$ cat src/rtl/execute_cycle.sv
// EX stage: operand forwarding, ALU, branch resolution and the EX/MEM register.
// Define EXEC_MUL_EN to build the iterative shift-add multiplier (ALUControlE 111).
module execute_cycle #(
  parameter int WIDTH = 32
) (
  input  logic             clk,
  input  logic             rst,
  input  logic             RegWriteE,
  input  logic             ALUSrcE,
  input  logic             MemWriteE,
  input  logic             ResultSrcE,
  input  logic             BranchE,
  input  logic [2:0]       ALUControlE,
  input  logic [WIDTH-1:0] RD1_E,
  input  logic [WIDTH-1:0] RD2_E,
  input  logic [WIDTH-1:0] Imm_Ext_E,
  input  logic [4:0]       RD_E,
  input  logic [WIDTH-1:0] PCE,
  input  logic [WIDTH-1:0] PCPlus4E,
  input  logic [WIDTH-1:0] ResultW,
  input  logic [1:0]       ForwardA_E,
  input  logic [1:0]       ForwardB_E,
  output logic             PCSrcE,
  output logic [WIDTH-1:0] PCTargetE,
  output logic             StallE,
  output logic             RegWriteM,
  output logic             MemWriteM,
  output logic             ResultSrcM,
  output logic [4:0]       RD_M,
  output logic [WIDTH-1:0] PCPlus4M,
  output logic [WIDTH-1:0] WriteDataM,
  output logic [WIDTH-1:0] ALU_ResultM
);

  localparam logic [2:0] OP_ADD = 3'b000;
  localparam logic [2:0] OP_SUB = 3'b001;
  localparam logic [2:0] OP_AND = 3'b010;
  localparam logic [2:0] OP_OR  = 3'b011;
  localparam logic [2:0] OP_SLT = 3'b101;

  logic [WIDTH-1:0] src_a, rd2f, src_b;
  logic [WIDTH-1:0] alu_res, ex_res;
  logic             stall;

  logic             rw_q, mw_q, rs_q;
  logic [4:0]       rd_q;
  logic [WIDTH-1:0] pcp4_q, wd_q, alu_q;

  always_comb begin
    unique case (ForwardA_E)
      2'b01:   src_a = ResultW;
      2'b10:   src_a = ALU_ResultM;
      default: src_a = RD1_E;
    endcase
    unique case (ForwardB_E)
      2'b01:   rd2f = ResultW;
      2'b10:   rd2f = ALU_ResultM;
      default: rd2f = RD2_E;
    endcase
  end

  assign src_b     = ALUSrcE ? Imm_Ext_E : rd2f;
  assign PCSrcE    = BranchE & (src_a == rd2f);
  assign PCTargetE = PCE + Imm_Ext_E;

  always_comb begin
    alu_res = '0;
    case (ALUControlE)
      OP_ADD:  alu_res = src_a + src_b;
      OP_SUB:  alu_res = src_a - src_b;
      OP_AND:  alu_res = src_a & src_b;
      OP_OR:   alu_res = src_a | src_b;
      OP_SLT:  alu_res = {{(WIDTH-1){1'b0}},
                          $signed(src_a) < $signed(src_b)};
      default: alu_res = '0;
    endcase
  end

`ifdef EXEC_MUL_EN
  localparam logic [2:0] OP_MUL = 3'b111;
  localparam int         CW     = $clog2(WIDTH + 1);

  typedef enum logic [1:0] {
    S_IDLE,
    S_BUSY,
    S_DONE
  } mstate_t;

  mstate_t          state_q, state_d;
  logic [WIDTH-1:0] acc_q, acc_d;
  logic [WIDTH-1:0] mcand_q, mcand_d;
  logic [WIDTH-1:0] mplier_q, mplier_d;
  logic [CW-1:0]    cnt_q, cnt_d;

  // The trigger cycle performs the first step, so BUSY runs WIDTH-1
  // steps and the whole multiply still spans WIDTH stall cycles.
  always_comb begin
    state_d  = state_q;
    acc_d    = acc_q;
    mcand_d  = mcand_q;
    mplier_d = mplier_q;
    cnt_d    = cnt_q;
    stall    = 1'b0;
    case (state_q)
      S_IDLE: begin
        if (ALUControlE == OP_MUL) begin
          stall    = 1'b1;
          acc_d    = src_b[0] ? src_a : '0;
          mcand_d  = src_a << 1;
          mplier_d = src_b >> 1;
          cnt_d    = CW'(WIDTH - 1);
          state_d  = S_BUSY;
        end
      end
      S_BUSY: begin
        stall    = 1'b1;
        acc_d    = mplier_q[0] ? acc_q + mcand_q : acc_q;
        mcand_d  = mcand_q << 1;
        mplier_d = mplier_q >> 1;
        cnt_d    = cnt_q - CW'(1);
        if (cnt_q == CW'(1)) state_d = S_DONE;
      end
      S_DONE:  state_d = S_IDLE;
      default: state_d = S_IDLE;
    endcase
  end

  always_ff @(posedge clk or posedge rst) begin
    if (rst) begin
      state_q  <= S_IDLE;
      acc_q    <= '0;
      mcand_q  <= '0;
      mplier_q <= '0;
      cnt_q    <= '0;
    end else begin
      state_q  <= state_d;
      acc_q    <= acc_d;
      mcand_q  <= mcand_d;
      mplier_q <= mplier_d;
      cnt_q    <= cnt_d;
    end
  end

  assign ex_res = (state_q == S_DONE) ? acc_q : alu_res;
`else
  assign stall  = 1'b0;
  assign ex_res = alu_res;
`endif

  assign StallE = stall & ~rst;

  always_ff @(posedge clk or posedge rst) begin
    if (rst) begin
      rw_q   <= 1'b0;
      mw_q   <= 1'b0;
      rs_q   <= 1'b0;
      rd_q   <= '0;
      pcp4_q <= '0;
      wd_q   <= '0;
      alu_q  <= '0;
    end else if (stall) begin
      rw_q   <= 1'b0;
      mw_q   <= 1'b0;
      rs_q   <= 1'b0;
      rd_q   <= '0;
      pcp4_q <= '0;
      wd_q   <= '0;
      alu_q  <= '0;
    end else begin
      rw_q   <= RegWriteE;
      mw_q   <= MemWriteE;
      rs_q   <= ResultSrcE;
      rd_q   <= RD_E;
      pcp4_q <= PCPlus4E;
      wd_q   <= rd2f;
      alu_q  <= ex_res;
    end
  end

  assign RegWriteM   = rw_q;
  assign MemWriteM   = mw_q;
  assign ResultSrcM  = rs_q;
  assign RD_M        = rd_q;
  assign PCPlus4M    = pcp4_q;
  assign WriteDataM  = wd_q;
  assign ALU_ResultM = alu_q;

endmodule

$ cat config.mk
export PLATFORM = sky130hd
export DESIGN_NAME = execute_cycle
export DESIGN_NICKNAME = d
export VERILOG_FILES = /design/src/rtl/execute_cycle.sv
export SDC_FILE = /design/constraint.sdc
export NUM_CORES = 1
export LEC_CHECK = 0
export BUFFER_PORTS_ARGS = -buffer_cell sky130_fd_sc_hd__buf_2
export CORE_MARGIN = 5
export CORE_UTILIZATION = 45
export DETAILED_ROUTE_END_ITERATION = 8
export GPL_ROUTABILITY_DRIVEN = 0
export PLACE_DENSITY = 0.72
export SLEW_MARGIN = 20
export SYNTH_ARGS = -nofsm -noshare
export SYNTH_HDL_FRONTEND = slang
export SYNTH_SLANG_ARGS = --single-unit
export TNS_END_PERCENT = 10
$ cat constraint.sdc
create_clock -name clk -period 5.2 [get_ports clk]
set_clock_uncertainty 0.2 [all_clocks]
set_input_delay 0.52 -clock clk [delete_from_list [all_inputs] [get_ports clk]]
set_output_delay 0.52 -clock clk [all_outputs]
set_load 0.03 [all_outputs]
=== After elaboration in Yosys (flattened, before gate mapping) ===
Cells that the tools add are included.

* Bits of input ports: 211
* Word-level logic and storage cells: 28
* Register bits after elaboration: 104
* Output and inout port bits: 138

* $lt $le $gt $ge: 1
* Muxes and demuxes: 4
* Reduce and logical (&&, ||, !) cells: 1
* Bitwise operators: 3
* $add $sub $neg: 3
* Equality and inequality tests: 9

{| class="wikitable"
|+ Operators with widths
! operator !! number
|-
| $pmux 32 s5 || 1
|-
| $pmux 32 s2 || 2
|-
| $add 32x32->32 || 2
|-
| $and 32x32->32 || 1
|-
| $eq 32x32->1 || 1
|-
| $lt 32x32->1 || 1
|-
| $mux 32 || 1
|-
| $or 32x32->32 || 1
|-
| $sub 32x32->32 || 1
|-
| $eq 3x2->1 const B || 2
|-
| $eq 2x1->1 const B || 2
|-
| $eq 2x2->1 const B || 2
|-
| $eq 3x1->1 const B || 1
|-
| $eq 3x3->1 const B || 1
|-
| $logic_not 3->1 || 1
|-
| $and 1x1->1 || 1
|}

=== Depth between registers and ports, before layout ===
Gate-level depths: netlist of the first run.

* Depth after elaboration: 5
* Gate-level depth with buffers: 19
* Gate-level depth less buffers: 18

=== Worst setup path before layout of the first run ===
OpenSTA, ideal clock, no wires.

* Path kind: input-to-reg
* Start: input ForwardB_E[0]
* End: register alu_q[28], in the netlist ALU_ResultM[28]
* Stages: 19
* Buffers on the path: 4
* Library setup time: 0.069 ns
* Required time: 4.931 ns
* Arrival: 4.440 ns
* Slack: 0.491 ns
* Cell sequence: inv_1 ha_1 clkbuf_1 clkbuf_1 clkbuf_1 nor2_1 a21oi_1 o21ai_0 ha_1 buf_6 or2_1 a31oi_1 o22ai_1 or3_4 a211oi_2 o21ai_1 nor3b_1 or4_1 nand3_1

* Word-level cells in the longest chain between the ends: 5
* Elaborated cells on any way between the ends: 9
* Those cells by class: add/sub: 2; eq/ne: 2; mux: 3; bitwise: 2

{| class="wikitable"
|+ Ends and longest elaborated chain
! item !! RTL line !! RTL
|-
| start, declared || 22 || <nowiki>input logic [1:0] ForwardB_E,</nowiki>
|-
| $eq 2x2->1 / $eq 2x1->1 (equally long branches) || 55 || <nowiki>unique case (ForwardB_E)</nowiki>
|-
| $pmux 32 s2 * || 55 ||
|-
| $mux 32 * || 62 || <nowiki>assign src_b = ALUSrcE ? Imm_Ext_E : rd2f;</nowiki>
|-
| $sub 32x32->32 (tied with other cells) || 70 || <nowiki>OP_SUB: alu_res = src_a - src_b;</nowiki>
|-
| $pmux 32 s5 * || 68 || <nowiki>case (ALUControlE)</nowiki>
|-
| net alu_res[28] || 42 || <nowiki>logic [WIDTH-1:0] alu_res, ex_res;</nowiki>
|-
| end signal, assigned || 176 || <nowiki>alu_q <= ex_res;</nowiki>
|-
| end, declared || 47 || <nowiki>logic [WIDTH-1:0] pcp4_q, wd_q, alu_q;</nowiki>
|}

The timed path passes the listed nets; every way through them passes the cells marked *.

=== Worst setup path in the final report of the first run ===
* Start: input ForwardB_E[0]
* End: register alu_q[29], in the netlist ALU_ResultM[29]

The elaborated chain is that of the path after synthesis.

==> results.md, run 1 <==
* Ys flop type: dfrtp_1
* Status: completed
* Global route total overflow at 0
* Clock root buffer: clkbuf_16
* Initial antenna violation count at 0
* Setup violations, final at 0
* Min Hold Slack at roughly 0.041 ns
* Worst slew pin tran at 0.9660 ns
* Synth Register Bits at 104
* RSZ-0062 raised after global routing: false
* Setup CP Type: input pin to flip-flop
* Max cap viols at 0
* Via count at 11890
* Vias per inst at 5.798
* Post-CTS Setup Bufs at 0
* Synth Area in Adders at 0.1566
* Max FO, Critical Path at 19
* Leakage power at between 6 and 7 nW
* # IOs at approximately 350
* Syn avg cell area at 7.656 um2
* Area contributors post-synth: dfrtp_1 (24%), ha_1 (15%), a21oi_1 (6.9%)
* Setup crit end kind: flip-flop
* Crit start category: input pin
* CTS Sinks at 104
* # hold bufs at CTS at 0
* Global-route wire length before repair at 59920 um
* Cells after Synth at 1417
* Mapped cell area at 10850 um2
* CTS Buf Count at 9
* Top-area cell type share of the netlist area at 0.2399
* Setup WS post-layout at about 0.47 ns
* Relative slew slack at 0.3536
* DRT Pass-1 Iters at 8
* Tmin final at 4.732 ns
* Post-synth EDFFs at 0
* Tot Pwr at 3.633 mW
* WL per Instance at 19.54 um
* Longest Clk Path Bufs at 2
* Die width at 165.3 um
* Synth Area in XOR/XNOR at 0.06378
* Post-route cell area at 13240 um2
* H-Tree Depth at 3
* Row count at 56
* Max-slew violations at 0
* Peak VDD IR at around 180 uV
* Share of cells above drive strength 1 at 0.2361
* # diodes at 0
* Tot GR Track Use at 0.2790
* Core ar. at 23610 um2
* Synth cell types at 73
* Area delta synth->final at 22.03%
* CTS resizes at 0
* IO buf count at 347
* Worst slack, placed at around 0.21 ns
* Synth async-reset ratio at 1.000
* Initial Utilization at 0.4594
* Post-synth top area cell: dfrtp_1
* Fin nets at between 2000 and 2500
* Vias in the first global route at between 10000 and 15000
* Final Cycle Share at 0.9100
* DRT iter0 DRCs at roughly 1100
* Post-synthesis compound-gate area fraction at 0.2901
* F_max at approximately 210 MHz
* Clock slew seen by the registers of the worst setup and hold paths at 0.08 ns
* Worst Path Arrival at 4.76 ns
* Synth warn at 0
* Largest net degree at the start of global routing at 77
* Setup TNS at 0 ns
* TritonCTS clock tree: built
* Power Density at between 200 and 300 nW/um2
* Hold Path Class: input pin to asynchronous set/reset pin
* DRT Wirelength at 40070 um
* DRC Markers at 0
* Clock latency on the worst-skew pair at 0.37 ns
* Placed wire-length estimate at 32430 um
* Die ar. at roughly 27000 um2
* Post-DP Area at 12920 um2
* Sequential cell area fraction in the yosys report at 0.2399
* Simple-gate share of the synthesized area at 0.1597
* Largest family of logic cells by synthesized area: compound AO/OA/AOI/OAI gates
* Post-route ant nets at 0
* Proportion of synthesized area in mux cells at 0.01050
* CP required at 5.23 ns
* Hold violation total from the final report at 0
* Synthesized Nets at roughly 1800
* Die height at about 170 um
[routing by layer]
layer	share of wire	wire [um]	vias to the layer above	global-route usage
li1	-	-	5645	-
met1	0.38	15220	5550	0.3312
met2	0.49	19520	592	0.4848
met3	0.082	3293	105	0.04914
met4	0.051	2039	0	0.1376
met5	0	0	-	0
[per-stage QoR]
stage | std cells | util
2_1_floorplan | 1417 | -
3_3_place_gp | 2035 | 0.5473
3_5_place_dp | 2035 | 0.5473
4_1_cts | 2051 | 0.5605
5_1_grt | 2051 | 0.5606
6_report | 2051 | 0.5606
[sequential cells by signal, summed over array words and instances, names as in the netlist]
| register | flops |
|---|---|
| MemWriteM | 1 |
| ALU_ResultM | 32 |
| ResultSrcM | 1 |
| RegWriteM | 1 |
| WriteDataM | 32 |
| RD_M | 5 |
| PCPlus4M | 32 |
[power by group]
group          leakage, nW  switching [mW]  total (mW)  internal (mW)
clock network        0.150           0.377       0.723          0.345
registers             1.28          0.0609       0.950          0.889
logic                 5.33            1.28        1.96          0.685
[critical path, stage by stage]
cell	delay, ns
buf_2	0.11
inv_1	0.05
ha_2	0.49
a22oi_1	0.17
o21a_1	0.25
o21ai_0	0.40
inv_1	0.18
ha_1	0.25
o311ai_0	0.51
a21boi_1	0.27
a22oi_2	0.33
a2111o_1	0.19
nand2_1	0.09
a311o_1	0.39
a2111oi_0	0.47
a211oi_1	0.09
[cell type report]
| cell class | count | area, um2 |
|---|---|---|
| clock inverter | 7 | 86.33 |
| sequential | 104 | 2603 |
| clock buffer | 9 | 225.2 |
| timing repair buffer | 379 | 1989 |
| fill | 2296 | 10380 |
| inverter | 143 | 541.8 |
| multi-input combinational | 1090 | 7393 |
| tap | 319 | 399.1 |
[synthesized netlist by cell type (30+ instances only)]
cell type,n
o21a_1,30
nand2_1,112
a22oi_1,67
nand3_1,31
a21oi_1,149
clkbuf_1,61
nor2_1,126
inv_1,143
ha_1,131
xnor2_1,62
dfrtp_1,104
o21ai_0,89
[path summary, 6_finish.rpt]
kind / from / depth (start not counted) / slack (ns) / to
min in group clk: PCPlus4E[6] / 1 / 0.06 / PCPlus4M[6]$_DFF_PP0_
max in group asynchronous: rst / 3 / 3.87 / WriteDataM[9]$_DFF_PP0_
min reg2reg: ALU_ResultM[8]$_DFF_PP0_ / 4 / 0.57 / WriteDataM[8]$_DFF_PP0_
max reg2reg: ALU_ResultM[0]$_DFF_PP0_ / 16 / 0.76 / ALU_ResultM[28]$_DFF_PP0_
max: ForwardB_E[0] / 16 / 0.47 / ALU_ResultM[29]$_DFF_PP0_
min: rst / 2 / 0.04 / PCPlus4M[13]$_DFF_PP0_
[logic make-up (layout without fill, tap and decap cells)]
| kind of cell | after synthesis | after routing |
|---|---|---|
| XOR/XNOR | 79 | 79 |
| AO/OA/AOI/OAI | 489 | 489 |
| multiplexers | 10 | 10 |
| adder cells (fa/ha/maj) | 134 | 134 |
| other | 1 | 1 |
| AND/OR/NAND/NOR | 377 | 377 |
| buffers and inverters | 223 | 538 |
| flip-flops | 104 | 104 |
[layout by cell type, fill, tap and decap left out, drive strengths merged, types with 31 or more instances in the layout]
cell	instances
buf	379
ha	131
nor2	126
inv	145
xnor2	62
dfrtp	104
nand2	112
a21oi	149
a22oi	68
nand3	31
o21ai	91
Note: power is estimated with default switching activity, not from simulation.
==> run 2, diff against run 1 <==
--- a/config.mk
+++ b/config.mk
@@ -6,7 +6,7 @@
 export NUM_CORES = 1
 export LEC_CHECK = 0
 export BUFFER_PORTS_ARGS = -buffer_cell sky130_fd_sc_hd__buf_2
-export CORE_MARGIN = 5
+export CORE_MARGIN = 3
 export CORE_UTILIZATION = 45
 export DETAILED_ROUTE_END_ITERATION = 8
 export GPL_ROUTABILITY_DRIVEN = 0
==> results.md, run 2 (same netlist as run 1, synthesis figures left out) <==
* Commonest non-fill, non-tap cell in the layout: buf_2
* Clock slew seen by the registers of the worst setup and hold paths at around 0.09 ns
* Setup TNS at 0 ns
* Status: completed
* Core ar. at 23610 um2
* Vias per inst at 5.831
* DRT Pass-1 Iters at 6
* H-Tree Depth at 3
* Setup crit end kind: flip-flop
* WL per Instance at 19.43 um
* Fillers at 2320
* Seq pwr share at 0.256
* Clock latency on the worst-skew pair at 0.38 ns
* CTS Sinks at 104
* Die ar. at 26000 um2
* CP required at around 5.3 ns
* # hold bufs at CTS at 0
* Switching Power at 1.747 mW
* RSZ-0062 raised after global routing: false
* Pint at between 1.5 and 2 mW
* WHS Endpoint: RegWriteM$_DFF_PP0_
* R2r startpoint: ALU_ResultM[0]$_DFF_PP0_
* Global-route wire length before repair at 61350 um
* Clock root buffer: clkbuf_16
* Placed wire-length estimate at 31940 um
* Crit Reg-Reg Endpoint: ALU_ResultM[26]$_DFF_PP0_
* Relative slew slack at 0.3105
* Leakage power at 6.821 nW
* Part of the power in the clock network at 0.205
* Post-DP Area at about 13000 um2
* Area delta synth->final at 22.75%
* Tot GR Track Use at 0.2946
* Crit start category: input pin
* Tot Pwr at 3.691 mW
* Crit-path cells: buf_2, inv_1, ha_2, buf_4, nor2_1, a21oi_1, o21ai_0, ha_1, a211o_1, a21oi_1, o21a_1, o211ai_1, o211ai_1, a21boi_0, a2111oi_0, a2111oi_0, a211oi_1
* Final Cycle Share at 0.9072
* F_max at 212.0 MHz
* Fin nets at 2083
* Worst Path Buf+Inv at 3
* Peak VDD IR at 145.4 uV
* Vias in the first global route at 11540
* Max cap viols at 0
* IO buf count at about 350
* Max-slew violations at 0
* Switching Fraction at 0.4732
* Hold violation total from the final report at 0
* Hold Path Depth at 1
* Largest stage delay, worst path at 0.54 ns
* Share of cells above drive strength 1 at 0.2410
* Power Density at approximately 280 nW/um2
* Die height at 161.3 um
* Post-route ant nets at 0
* DRT iter0 DRCs at 1184
* Worst Path Arrival at 4.80 ns
* # diodes at 0
* CP delay by family, top: compound AO/OA/AOI/OAI gates
* Max FO, Critical Path at 18
* Longest Clk Path Bufs at 2
* Slowest CP cell: ha_2
* Row count at 56
* # IOs at 349
* Post-CTS Setup Bufs at 0
* CTS resizes at 0
* DRT Wirelength at 40060 um
* Flop-to-flop setup slack at 0.92 ns
* Reg2Reg Depth at 16
* Initial antenna violation count at 0
* CTS Buf Count at 9
* Layout Utilization at 0.5639
* DRC Markers at 0
* Setup CP Type: input pin to flip-flop
* Initial Utilization at 0.4594
* Hold Path Class: input pin to flip-flop
* Worst slew pin tran at 1.030 ns
* Post-route cell area at roughly 13000 um2
* Setup violations, final at 0
* Die width at approximately 160 um
* Hold Crit Start: RegWriteE
* TritonCTS clock tree: built
* Global route total overflow at 0
* Tmin final at 4.717 ns
* Share of power burned in combinational logic at 0.539
* Most frequent cells in the layout: buf_2 (347), a21oi_1 (149), inv_1 (142)
* Largest net degree at the start of global routing at 68
* Via count at between 10000 and 15000
## run 2: how the worst max path moves through the flow
| stage | from | to | cells after the start |
|---|---|---|---|
| detailed placement | ForwardB_E[0] | ALU_ResultM[29]$_DFF_PP0_ | 17 |
| global placement | ForwardB_E[0] | ALU_ResultM[29]$_DFF_PP0_ | 17 |
| finish | ForwardB_E[0] | ALU_ResultM[29]$_DFF_PP0_ | 17 |
| CTS | Imm_Ext_E[0] | PCTargetE[28] | 14 |
| global route | ForwardB_E[0] | ALU_ResultM[29]$_DFF_PP0_ | 17 |
| floorplan | ForwardB_E[0] | ALU_ResultM[28]$_DFF_PP0_ | 19 |
## run 2: area by class of cell
class                   instances  area (um2)  share of cell area
multi-input cells            1090        7393              0.5553
repair buffers                390        2059              0.1547
flip-flops and latches        104        2603              0.1955
clock inverters                 7       96.34            0.007235
well taps                     319       399.1             0.02998
clock buffers                   9       225.2             0.01691
inverters                     143       539.3             0.04050
## run 2: worst register-to-register path, cell delays in order (launching register included)
cell and delay, ns:
dfrtp_1 0.43, a22oi_1 0.20, nor2_1 0.06, a21oi_1 0.16, o21ai_0 0.17, ha_1 0.32, fa_1 0.47, a21oi_1 0.21
o2111ai_1 0.23, a221oi_1 0.36, buf_4 0.20, nand3_1 0.16, a31oi_1 0.31, o31ai_1 0.14, or3_1 0.34, nand3_1 0.09
a21oi_1 0.07
## run 2: metrics by stage
stage          setup WS (ns)  cells  hold WS (ns)
2_1_floorplan         0.4913   1417        0.3514
3_3_place_gp          0.3414   2046        0.4280
3_5_place_dp          0.2549   2046        0.4294
4_1_cts               0.5511   2062       0.03482
5_1_grt             0.008755   2062       0.03020
6_report              0.4827   2062       0.04287
## run 2: routing by layer
| layer | wire length, um | share of wire | track usage |
|---|---|---|---|
| met2 | 19540 | 0.49 | 0.5185 |
| met3 | 2820 | 0.070 | 0.04591 |
| met4 | 2009 | 0.050 | 0.1373 |
| met5 | 0 | 0 | 0 |
| met1 | 15690 | 0.39 | 0.3532 |
## run 2: power groups by stage
| stage | clock (mW) | combinational [mW] | sequential, mW |
|---|---|---|---|
| global placement | 0 | 1.93 | 0.961 |
| finish | 0.755 | 1.99 | 0.946 |
| CTS | 0.766 | 1.96 | 0.944 |
| global route | 0.798 | 2.15 | 0.953 |
| detailed placement | 0 | 1.95 | 0.960 |
| floorplan | 0 | 1.19 | 1.11 |
